`src/rtl/synapse_pkg.sv`:
```
// -----------------------------------------------------------------------------
// synapse_pkg
// Shared definitions for the synapse array: MAC FSM state encodings and the
// width helpers that derive trace and weighted-sum widths from parameters.
// -----------------------------------------------------------------------------
package synapse_pkg;

    // MAC pass state encodings
    localparam logic [1:0] ST_IDLE = 2'd0;
    localparam logic [1:0] ST_SNAP = 2'd1;
    localparam logic [1:0] ST_ACC  = 2'd2;
    localparam logic [1:0] ST_DONE = 2'd3;

    // Trace is one bit wider than the base width parameter
    function automatic int trace_width(input int p_width);
        return p_width + 1;
    endfunction

    // Product width plus enough headroom to sum every channel without overflow
    function automatic int sum_width(input int p_width, input int p_weight_width,
                                     input int p_channels);
        return trace_width(p_width) + p_weight_width + $clog2(p_channels);
    endfunction

endpackage

```
`src/rtl/synapse_channel.sv`:
```
// -----------------------------------------------------------------------------
// synapse_channel
// One synapse channel: 2-flop synchronizer, registered rising-edge detector and
// a decaying trace register. A spike loads the trace with its maximum value;
// a decay tick removes trace>>shift (at least 1) without going below zero.
// Ports:
//   i_clk   - clock
//   i_rst   - synchronous active-high reset
//   i_event - asynchronous spike input
//   i_tick  - one-cycle decay tick from the shared prescaler
//   o_tr    - current trace value (register output)
// -----------------------------------------------------------------------------
module synapse_channel
    import synapse_pkg::*;
#(
    parameter int P_TW          = 10,
    parameter int P_DECAY_SHIFT = 4
) (
    input  logic            i_clk,
    input  logic            i_rst,
    input  logic            i_event,
    input  logic            i_tick,
    output logic [P_TW-1:0] o_tr
);

    localparam logic [P_TW-1:0] LP_TMAX = {P_TW{1'b1}};
    localparam logic [P_TW-1:0] LP_ONE  = P_TW'(1);

    logic            r_sync1;
    logic            r_sync2;
    logic            r_prev;
    logic            r_spike;
    logic [P_TW-1:0] r_tr;
    logic [P_TW-1:0] w_dec;
    logic [P_TW-1:0] w_tr_nxt;

    // Next trace value: spike has priority over decay, decay floors at zero
    always_comb begin
        w_dec    = r_tr >> P_DECAY_SHIFT;
        w_tr_nxt = r_tr;
        if (r_spike) begin
            w_tr_nxt = LP_TMAX;
        end else if (i_tick) begin
            if (w_dec != '0) begin
                w_tr_nxt = r_tr - w_dec;
            end else if (r_tr != '0) begin
                w_tr_nxt = r_tr - LP_ONE;
            end else begin
                w_tr_nxt = '0;
            end
        end else begin
            w_tr_nxt = r_tr;
        end
    end

    // Synchronizer, registered edge detect and trace state
    always_ff @(posedge i_clk) begin
        if (i_rst) begin
            r_sync1 <= 1'b0;
            r_sync2 <= 1'b0;
            r_prev  <= 1'b0;
            r_spike <= 1'b0;
            r_tr    <= '0;
        end else begin
            r_sync1 <= i_event;
            r_sync2 <= r_sync1;
            r_prev  <= r_sync2;
            r_spike <= r_sync2 & ~r_prev;
            r_tr    <= w_tr_nxt;
        end
    end

    assign o_tr = r_tr;

endmodule

```
`src/rtl/synapse_array.sv`:
```
// -----------------------------------------------------------------------------
// synapse_array
// P_CHANNELS decaying synapse traces, a shared decay prescaler, a small weight
// register file and a sequential MAC that computes sum(trace[i] * weight[i])
// over a snapshot of the traces, one channel per cycle.
// Ports:
//   i_clk, i_rst        - clock, synchronous active-high reset
//   i_event             - per-channel asynchronous spike inputs
//   i_decay_period      - decay tick period minus one (0 = every cycle)
//   i_wr_en/addr/data   - weight write port (out-of-range addresses ignored)
//   i_enable            - allows MAC passes to start
//   o_tr                - packed traces, channel 0 in LSBs
//   o_sum, o_sum_valid  - result of last completed pass, one-cycle valid pulse
//   o_busy              - high while a MAC pass is in progress
// -----------------------------------------------------------------------------
module synapse_array
    import synapse_pkg::*;
#(
    parameter int P_CHANNELS     = 4,
    parameter int P_WIDTH        = 9,
    parameter int P_WEIGHT_WIDTH = 9,
    parameter int P_DECAY_SHIFT  = 4
) (
    input  logic                                                            i_clk,
    input  logic                                                            i_rst,
    input  logic [P_CHANNELS-1:0]                                           i_event,
    input  logic [7:0]                                                      i_decay_period,
    input  logic                                                            i_wr_en,
    input  logic [$clog2(P_CHANNELS)-1:0]                                   i_wr_addr,
    input  logic signed [P_WEIGHT_WIDTH-1:0]                                i_wr_data,
    input  logic                                                            i_enable,
    output logic [P_CHANNELS*trace_width(P_WIDTH)-1:0]                      o_tr,
    output logic signed [sum_width(P_WIDTH, P_WEIGHT_WIDTH, P_CHANNELS)-1:0] o_sum,
    output logic                                                            o_sum_valid,
    output logic                                                            o_busy
);

    localparam int LP_TW = trace_width(P_WIDTH);
    localparam int LP_WW = P_WEIGHT_WIDTH;
    localparam int LP_AW = $clog2(P_CHANNELS);
    localparam int LP_SW = sum_width(P_WIDTH, P_WEIGHT_WIDTH, P_CHANNELS);
    localparam int LP_PW = LP_TW + LP_WW;

    // One extra bit so the channel count itself is representable
    localparam logic [LP_AW:0]   LP_CH_LIM   = (LP_AW + 1)'(P_CHANNELS);
    localparam logic [LP_AW-1:0] LP_LAST_IDX = LP_AW'(P_CHANNELS - 1);
    localparam logic [LP_AW-1:0] LP_IDX_ONE  = LP_AW'(1);
    localparam logic [7:0]       LP_PS_ONE   = 8'd1;

    // ---------------------------------------------------------------- decay
    logic [7:0] r_presc;
    logic [7:0] r_period;
    logic       w_tick;

    assign w_tick = (r_presc == r_period);

    // Prescaler; the period input is only sampled at wrap so a change never
    // truncates or stretches the running interval
    always_ff @(posedge i_clk) begin
        if (i_rst) begin
            r_presc  <= 8'd0;
            r_period <= 8'd0;
        end else if (w_tick) begin
            r_presc  <= 8'd0;
            r_period <= i_decay_period;
        end else begin
            r_presc  <= r_presc + LP_PS_ONE;
        end
    end

    // ------------------------------------------------------------- channels
    logic [P_CHANNELS-1:0][LP_TW-1:0] w_tr;

    for (genvar g = 0; g < P_CHANNELS; g++) begin : g_ch
        synapse_channel #(
            .P_TW          (LP_TW),
            .P_DECAY_SHIFT (P_DECAY_SHIFT)
        ) u_ch (
            .i_clk   (i_clk),
            .i_rst   (i_rst),
            .i_event (i_event[g]),
            .i_tick  (w_tick),
            .o_tr    (w_tr[g])
        );
    end

    assign o_tr = w_tr;

    // -------------------------------------------------------------- weights
    logic signed [LP_WW-1:0] r_weight [P_CHANNELS];

    // Weight register file; same-cycle readers see the pre-write value
    always_ff @(posedge i_clk) begin
        if (i_rst) begin
            for (int i = 0; i < P_CHANNELS; i++) begin
                r_weight[i] <= '0;
            end
        end else if (i_wr_en && ({1'b0, i_wr_addr} < LP_CH_LIM)) begin
            r_weight[i_wr_addr] <= i_wr_data;
        end else begin
            for (int i = 0; i < P_CHANNELS; i++) begin
                r_weight[i] <= r_weight[i];
            end
        end
    end

    // ------------------------------------------------------------------ MAC
    logic [1:0]                       r_state;
    logic [1:0]                       w_state_nxt;
    logic [LP_AW-1:0]                 r_idx;
    logic [P_CHANNELS-1:0][LP_TW-1:0] r_snap;
    logic signed [LP_SW-1:0]          r_acc;
    logic signed [LP_SW-1:0]          r_sum;
    logic                             r_sum_valid;
    logic                             r_busy;
    logic [LP_TW-1:0]                 w_snap_sel;
    logic signed [LP_WW-1:0]          w_weight_sel;
    logic signed [LP_PW-1:0]          w_prod;
    logic signed [LP_SW-1:0]          w_prod_ext;

    // Current product: unsigned trace zero-extended, weight sign-extended,
    // both to the full product width so nothing is truncated
    always_comb begin
        w_snap_sel   = r_snap[r_idx];
        w_weight_sel = r_weight[r_idx];
        w_prod       = $signed({{LP_WW{1'b0}}, w_snap_sel})
                     * $signed({{LP_TW{w_weight_sel[LP_WW-1]}}, w_weight_sel});
        w_prod_ext   = {{(LP_SW - LP_PW){w_prod[LP_PW-1]}}, w_prod};
    end

    // FSM next-state: a pass always runs to DONE once started
    always_comb begin
        w_state_nxt = ST_IDLE;
        case (r_state)
            ST_IDLE: begin
                if (i_enable) begin
                    w_state_nxt = ST_SNAP;
                end else begin
                    w_state_nxt = ST_IDLE;
                end
            end
            ST_SNAP: w_state_nxt = ST_ACC;
            ST_ACC: begin
                if (r_idx == LP_LAST_IDX) begin
                    w_state_nxt = ST_DONE;
                end else begin
                    w_state_nxt = ST_ACC;
                end
            end
            ST_DONE: begin
                if (i_enable) begin
                    w_state_nxt = ST_SNAP;
                end else begin
                    w_state_nxt = ST_IDLE;
                end
            end
            default: w_state_nxt = ST_IDLE;
        endcase
    end

    // FSM state, datapath registers and registered outputs
    always_ff @(posedge i_clk) begin
        if (i_rst) begin
            r_state     <= ST_IDLE;
            r_idx       <= '0;
            r_snap      <= '0;
            r_acc       <= '0;
            r_sum       <= '0;
            r_sum_valid <= 1'b0;
            r_busy      <= 1'b0;
        end else begin
            r_state     <= w_state_nxt;
            r_busy      <= (w_state_nxt != ST_IDLE);
            r_sum_valid <= 1'b0;
            case (r_state)
                ST_SNAP: begin
                    r_snap <= w_tr;
                    r_acc  <= '0;
                    r_idx  <= '0;
                end
                ST_ACC: begin
                    r_acc <= r_acc + w_prod_ext;
                    if (r_idx != LP_LAST_IDX) begin
                        r_idx <= r_idx + LP_IDX_ONE;
                    end else begin
                        r_idx <= r_idx;
                    end
                end
                ST_DONE: begin
                    r_sum       <= r_acc;
                    r_sum_valid <= 1'b1;
                end
                default: begin
                    r_idx <= r_idx;
                end
            endcase
        end
    end

    assign o_sum       = r_sum;
    assign o_sum_valid = r_sum_valid;
    assign o_busy      = r_busy;

endmodule
```
`config.mk`:
```
export PLATFORM = sky130hd
export DESIGN_NAME = synapse_array
export DESIGN_NICKNAME = d
export VERILOG_FILES = /design/src/rtl/synapse_pkg.sv /design/src/rtl/synapse_channel.sv /design/src/rtl/synapse_array.sv
export SDC_FILE = /design/constraint.sdc
export NUM_CORES = 1
export LEC_CHECK = 0
export CORE_MARGIN = 1.5
export CORE_UTILIZATION = 56
export CTS_BUF_LIST = sky130_fd_sc_hd__clkbuf_4 sky130_fd_sc_hd__clkbuf_8
export DETAILED_ROUTE_END_ITERATION = 10
export GPL_TIMING_DRIVEN = 0
export PLACE_DENSITY = 0.79
export RECOVER_POWER = 100
export SLEW_MARGIN = 5
export SYNTH_ARGS = -nofsm -noshare
export SYNTH_HDL_FRONTEND = slang
export SYNTH_SLANG_ARGS = --single-unit
export TNS_END_PERCENT = 5
```
`constraint.sdc`:
```
create_clock -name i_clk -period 7 [get_ports i_clk]
set_clock_uncertainty 0.05 [all_clocks]
set_input_delay 0.7 -clock i_clk [delete_from_list [all_inputs] [get_ports i_clk]]
set_output_delay 0.7 -clock i_clk [all_outputs]
set_load 0.02 [all_outputs]
```
* Word-level counts from Yosys, hierarchy flattened
Memory sizes are Yosys's and may differ from the RTL's. A register that Yosys moved wholly into a read port is not among the register bits.
Cells that the tools add are included.
** Word-level totals
- Flip-flop bits (word level) :: 160
- Memory bits (writable) :: 36
- Memories :: 1
** Memories
- r_weight :: depth 4, bits a word 9, rd ports 1, clocked after memory_dff 1, write ports 4, line synapse_array.sv:90 : logic signed [LP_WW-1:0] r_weight [P_CHANNELS];
** Cells by class
- Eq/ne operators :: 8
- Magnitude comparators :: 1
- Multiplexer cells :: 42
- $add $sub $neg :: 11
- Bitwise operators :: 12
- Reduce and logical (&&, ||, !) cells :: 20
- Multipliers :: 1
** Operators with widths (count)
- $mux 10 :: 17
- $reduce_bool 10->1 :: 8
- $mux 9 :: 5
- $pmux 21 s2 :: 1
- $sub 10x1->10 const B :: 4
- $sub 10x6->10 :: 4
- $add 21x19->21 :: 1
- $bmux 10 s2 :: 1
- $mul 11x9->19 :: 1
- $mux 1 :: 12
- $reduce_bool 2->1 :: 6
- $reduce_or 9->1 :: 1
- $add 8x1->8 const B :: 1
- $eq 8x8->1 :: 1
- $mux 2 :: 4
- $eq 2x2->1 const B :: 3
- $pmux 2 s3 :: 1
- $and 1x1->1 :: 4
- $ne 2x2->1 const B :: 2
- $not 1->1 :: 4
- $or 1x1->1 :: 4
- $pmux 2 s2 :: 1
- $reduce_and 2->1 :: 2
- $reduce_or 2->1 :: 2
- 5 further kinds :: 5

* Depth between registers and ports, before layout
- Depth in word-level cells :: 6
- Gate-level depth with buffers :: 30
- Depth with buffers taken out :: 29

* Hierarchy
From an unflattened synthesis, not the netlist that was laid out.
** Second synthesis, totals
- Cell total of the unflattened synthesis :: 1369
- Area total of the unflattened synthesis :: 13115.1 um2
** Modules (own cells, without submodules)
- synapse_array :: area an instance 9421.5 um2, instances 1, cells each 917
- synapse_channel :: area an instance 923.4 um2, instances 4, cells each 113

* Least setup slack after synthesis
OpenSTA, ideal clock, no wires.
- Kind :: reg-to-reg
- Start point :: register r_idx[1]
- End point :: register r_acc[20]
- Data arrival time :: 7.399 ns
- Cell stages (with the launch flop) :: 26
- Clock period less this slack :: 7.563 ns
- Data required time :: 6.836 ns
- Slack :: -0.563 ns
- Library setup time :: 0.114 ns
- Path through :: dfxtp_1 -> buf_1 -> mux4_2 -> or2b_1 -> fa_1 -> fa_1 -> inv_1 -> fa_1 -> fa_1 -> fa_1 -> ha_1 -> o21ai_0 -> a21boi_1 -> o21a_1 -> or3_1 -> a31oi_1 -> xnor2_1 -> ha_1 -> a21o_1 -> a21oi_1 -> a2bb2oi_1 -> nand4b_1 -> a221oi_1 -> o21ai_0 -> a31o_1 -> a21o_1
** Between the ends
- Cells in the longest elaborated chain, start to end :: 5
** Ends and longest elaborated chain
- start: declaration :: line synapse_array.sv:110 : logic [LP_AW-1:0] r_idx;
- start signal: assignment :: line synapse_array.sv:184 : r_idx <= r_idx + LP_IDX_ONE;
- start signal: assignment :: line synapse_array.sv:186 : r_idx <= r_idx;
- start signal: assignment :: line synapse_array.sv:194 : r_idx <= r_idx;
- $bmux 10 s2 :: line synapse_array.sv:124 : w_snap_sel = r_snap[r_idx];
- $mux 10 (not written as such) :: line synapse_array.sv:124
- $mul 11x9->19 :: line synapse_array.sv:127 : * $signed({{LP_TW{w_weight_sel[LP_WW-1]}}, w_weight_sel});
- $add 21x19->21 :: line synapse_array.sv:182 : r_acc <= r_acc + w_prod_ext;
- $pmux 21 s2 :: line synapse_array.sv:175 : case (r_state)
- end signal: assignment :: line synapse_array.sv:182
- end: declaration :: line synapse_array.sv:112 : logic signed [LP_SW-1:0] r_acc;
Every way passes these cells. The select of a mux whose other input is x is not followed.
A chain may end at the register's enable or synchronous reset.

* Worst setup path after layout
Same ends and word-level chain as after synthesis.

==> run_results.csv <==
group,metric,value,unit
outcome,status,"finished, violations left",
outcome,violations,"negative setup slack",
critical_path,path_max_fanout,6,
grt,antenna_found_initial,0,
yosys,synth_seq_area_share,33.5,%
sta,finalHoldViolations,0,
min_path,hp-start,"g_ch[1].u_ch.r_prev",
route,num_vias,10600,
sta,setup_violations,1,
sta,fmax,0.140,GHz
clocking,cts_buffers,17,
sta,period_share,102,%
critical_path,r2r_slack,-0.16,ns
layout,fin_nets,1718,
pwr,power_density,336,nW/um^2
floorplan,dieArea,24000,um^2
grt,first_global_vias,10400,
place,gp_congestion,0.911,
floorplan,initial_utilization,57.1,%
critical_path,crit_path_end_kind,"flip-flop",
critical_path,crit_required,7.34,ns
layout,layout-drive-gt1-share,9.12,%
yosys,syn-num-nets,1570,
sta,tightest_slew,1.18,ns
floorplan,die_h,155,um
clocking,cts_tree,"built",
clocking,clkLatencyLatePin,0.49,ns
yosys,yosys.cell_types.count,70,
yosys,synth_edf_count,36,
min_path,holdPathEnd,"g_ch[1].u_ch.r_spike",
run,cap_violations,0,
floorplan,die_w,155,um
clocking,clk_path_buf_depth,2,
critical_path,worstPathArrival,7.50,ns
route,wl,32200,um
yosys,avgSynthCellArea,9.41,um^2
sta,finalMaxSlewViolations,0,
critical_path,setup.worst_path.class,"flip-flop to flip-flop",
clocking,cts_root_buffer,"clkbuf_8",
sta,min_period,7.16,ns
critical_path,reg2reg_depth,25,
grt,grt_first_pass_wirelength,51400,um
route,drc,0,
floorplan,io_pins,90,
min_path,worstHoldPathType,"flip-flop to flip-flop",
yosys,synth_cells,1374,
pwr,p_leak,6.49,nW
place,post-place-ws,-0.547,ns
floorplan,rows,55,
pwr,ir_drop,0.302,mV
min_path,whs_path_depth,1,
critical_path,start_kind,"flip-flop",
yosys,yosys_warnings,0,
yosys,syn_area,12900,um^2
critical_path,r2r-start,"r_idx[1]",
yosys,async_flop_share,0,%
clocking,clock_sinks,198,
clocking,ctsHtreeMaxLevel,4,
place,dp_hpwl,22900,um
floorplan,core,22600,um^2
layout,num_antenna_cells,0,
route,ant_nets,0,
route,viasPerCell,5.83,
clocking,clkSlewWorstSetupHoldPaths,0.11,ns
route,drt-pass1-iter-count,7,
sta,final.setup.tns,-0.162,ns
route,post_drt_wl_per_cell,17.7,um
grt,grt_max_degree,20,
layout,area_growth,17.3,%
yosys,synth_top_flop_cell,"dfxtp_1",
sta,slew_headroom,21.0,%
route,drtIter0Drc,700,
grt,grt_use_total,27.0,%
sta,fin_ws,-0.162,ns
yosys,ys_ff_latch,198,
sta,grt_setup_unrepaired,"yes",
critical_path,r2r_end,"r_acc[20]",
grt,grt-ovfl-total,0,
place,io_buffers,89,
[cell usage after synthesis, types with 7 or more instances]
library cell	count	share of area, %
nor2_1	163	4.7
o21ai_0	30	1.2
nor4_1	8	0.39
o21a_1	11	0.64
buf_1	14	0.41
mux4_2	15	2.6
a211oi_1	16	0.93
a22oi_1	10	0.58
a21boi_1	7	0.41
nor2b_1	37	1.8
or2_2	8	0.39
xor2_1	19	1.3
edfxtp_1	36	8.4
nand2b_1	10	0.48
a21o_1	8	0.46
nand3_1	11	0.43
o211ai_1	7	0.41
a21oi_1	81	3.1
xnor2_1	26	1.8
nand2_1	102	3.0
ha_1	107	10
dfxtp_1	162	25
mux2i_1	71	5.5
or3_1	13	0.63
o21ai_1	10	0.39
nor3_1	22	0.85
clkbuf_1	27	0.78
inv_1	105	3.0
a31oi_1	13	0.63
and2_1	83	4.0
fa_1	62	9.6
[worst max-delay path by stage]
stage / cells after the start / to / from / slack (ns)
6_report: 25 / r_acc[20] / r_idx[1] / -0.16
2_1_floorplan: 25 / r_acc[20] / r_idx[1] / 0.004
3_5_place_dp: 27 / r_acc[20] / flip-flop / -0.55
5_1_grt: 27 / r_acc[20] / r_idx[1] / -0.42
4_1_cts: 25 / r_acc[20] / r_idx[1] / -0.06
3_3_place_gp: 27 / r_acc[20] / flip-flop / -0.45
[worst max-delay path, stage by stage, from the launching register on]
cell and delay, ns:
dfxtp_4 0.38, buf_12 0.12, buf_8 0.12, mux4_2 0.53
buf_6 0.16, and2_1 0.17, fa_1 0.61, fa_1 0.45
fa_1 0.49, fa_1 0.49, ha_1 0.35, ha_4 0.28
a21boi_2 0.16, o21a_1 0.21, or3_1 0.32, a31oi_1 0.20
xnor2_1 0.09, ha_1 0.33, a21o_1 0.18, a21oi_2 0.16
a2bb2oi_2 0.19, nand4b_1 0.17, a221oi_2 0.33, o21ai_2 0.13
a31o_1 0.22, a21o_1 0.17
[cells by family (layout without fill, tap and decap cells)]
group / count (synthesis) / in the layout / synth area share, %
XOR/XNOR: 46 / 46 / 3.22
buffers and inverters: 150 / 311 / 4.49
multiplexers: 90 / 90 / 8.84
AND/OR/NAND/NOR: 489 / 489 / 18.5
flip-flops: 198 / 198 / 33.5
adder cells (fa/ha/maj): 169 / 169 / 20.0
AO/OA/AOI/OAI: 232 / 232 / 11.5
[layer usage]
layer | global-route usage (%) | wire (um) | up-vias
met2 | 47.6 | 16400 | 344
met3 | 3.57 | 1410 | 78
li1 | - | - | 5047
met1 | 32.9 | 13200 | 5147
met5 | 0 | 0 | -
met4 | 12.4 | 1240 | 0
[cell usage in the layout (no fill, tap or decap), drive strengths merged, types with 10 or more instances in the layout]
cell,n
and2,83
nor3,22
nor2,163
nor2b,37
mux4,18
o21a,11
clkdlybuf4s50,26
o21ai,41
dlygate4sd3,63
a31oi,13
mux2i,71
a22oi,10
xor2,19
nand3,11
inv,114
nand2,103
fa,62
dfxtp,162
ha,107
or3,14
clkbuf,51
xnor2,26
buf,47
a21oi,81
a211oi,16
nand2b,10
edfxtp,36
[registers in the layout, summed over array words and instances (netlist names), named ones only]
register	cells
r_weight	36
g_ch.u_ch.r_sync2	4
r_acc	21
g_ch.u_ch.r_prev	4
r_snap	40
r_period	8
o_sum	21
g_ch.u_ch.r_sync1	4
o_sum_valid	1
r_idx	2
g_ch.u_ch.r_spike	4
r_state	2
o_busy	1
g_ch.u_ch.o_tr	40
r_presc	8
[final cells by class]
type / count / area, um^2
Multi-Input combinational cell: 1026 / 8190
Fill cell: 1708 / 7480
Sequential cell: 198 / 4330
Timing Repair Buffer: 129 / 1230
Inverter: 107 / 404
Tap cell: 285 / 357
Clock buffer: 17 / 234
Clock inverter: 15 / 211
Buffer: 43 / 200
[per-stage QoR]
step	utilization (%)	power, mW	area [um^2]	cells	hold slack (ns)
4_1_cts	66.4	5.08	15000	1814	0.344
2_1_floorplan	-	3.46	12900	1374	0.317
3_3_place_gp	62.6	4.14	14200	1748	0.325
5_1_grt	66.9	5.46	15200	1820	0.348
6_report	66.9	5.09	15200	1820	0.335
3_5_place_dp	62.6	4.20	14200	1748	0.329
[report_power, final]
part	switching, mW	leakage, nW	internal [mW]
Sequential	0.228	1.67	1.31
Clock	0.453	0.225	0.370
Combinational	1.61	4.60	1.12
[timing repair]
action                                  4_1_cts  5_1_grt
gates cloned                                  1        0
pin swaps                                    24       19
gates resized for setup                      27       22
setup buffers                                33        6
hold buffers                                  0        0
endpoints found under the setup margin        5        5
Note: power is estimated with default switching activity, not from simulation.
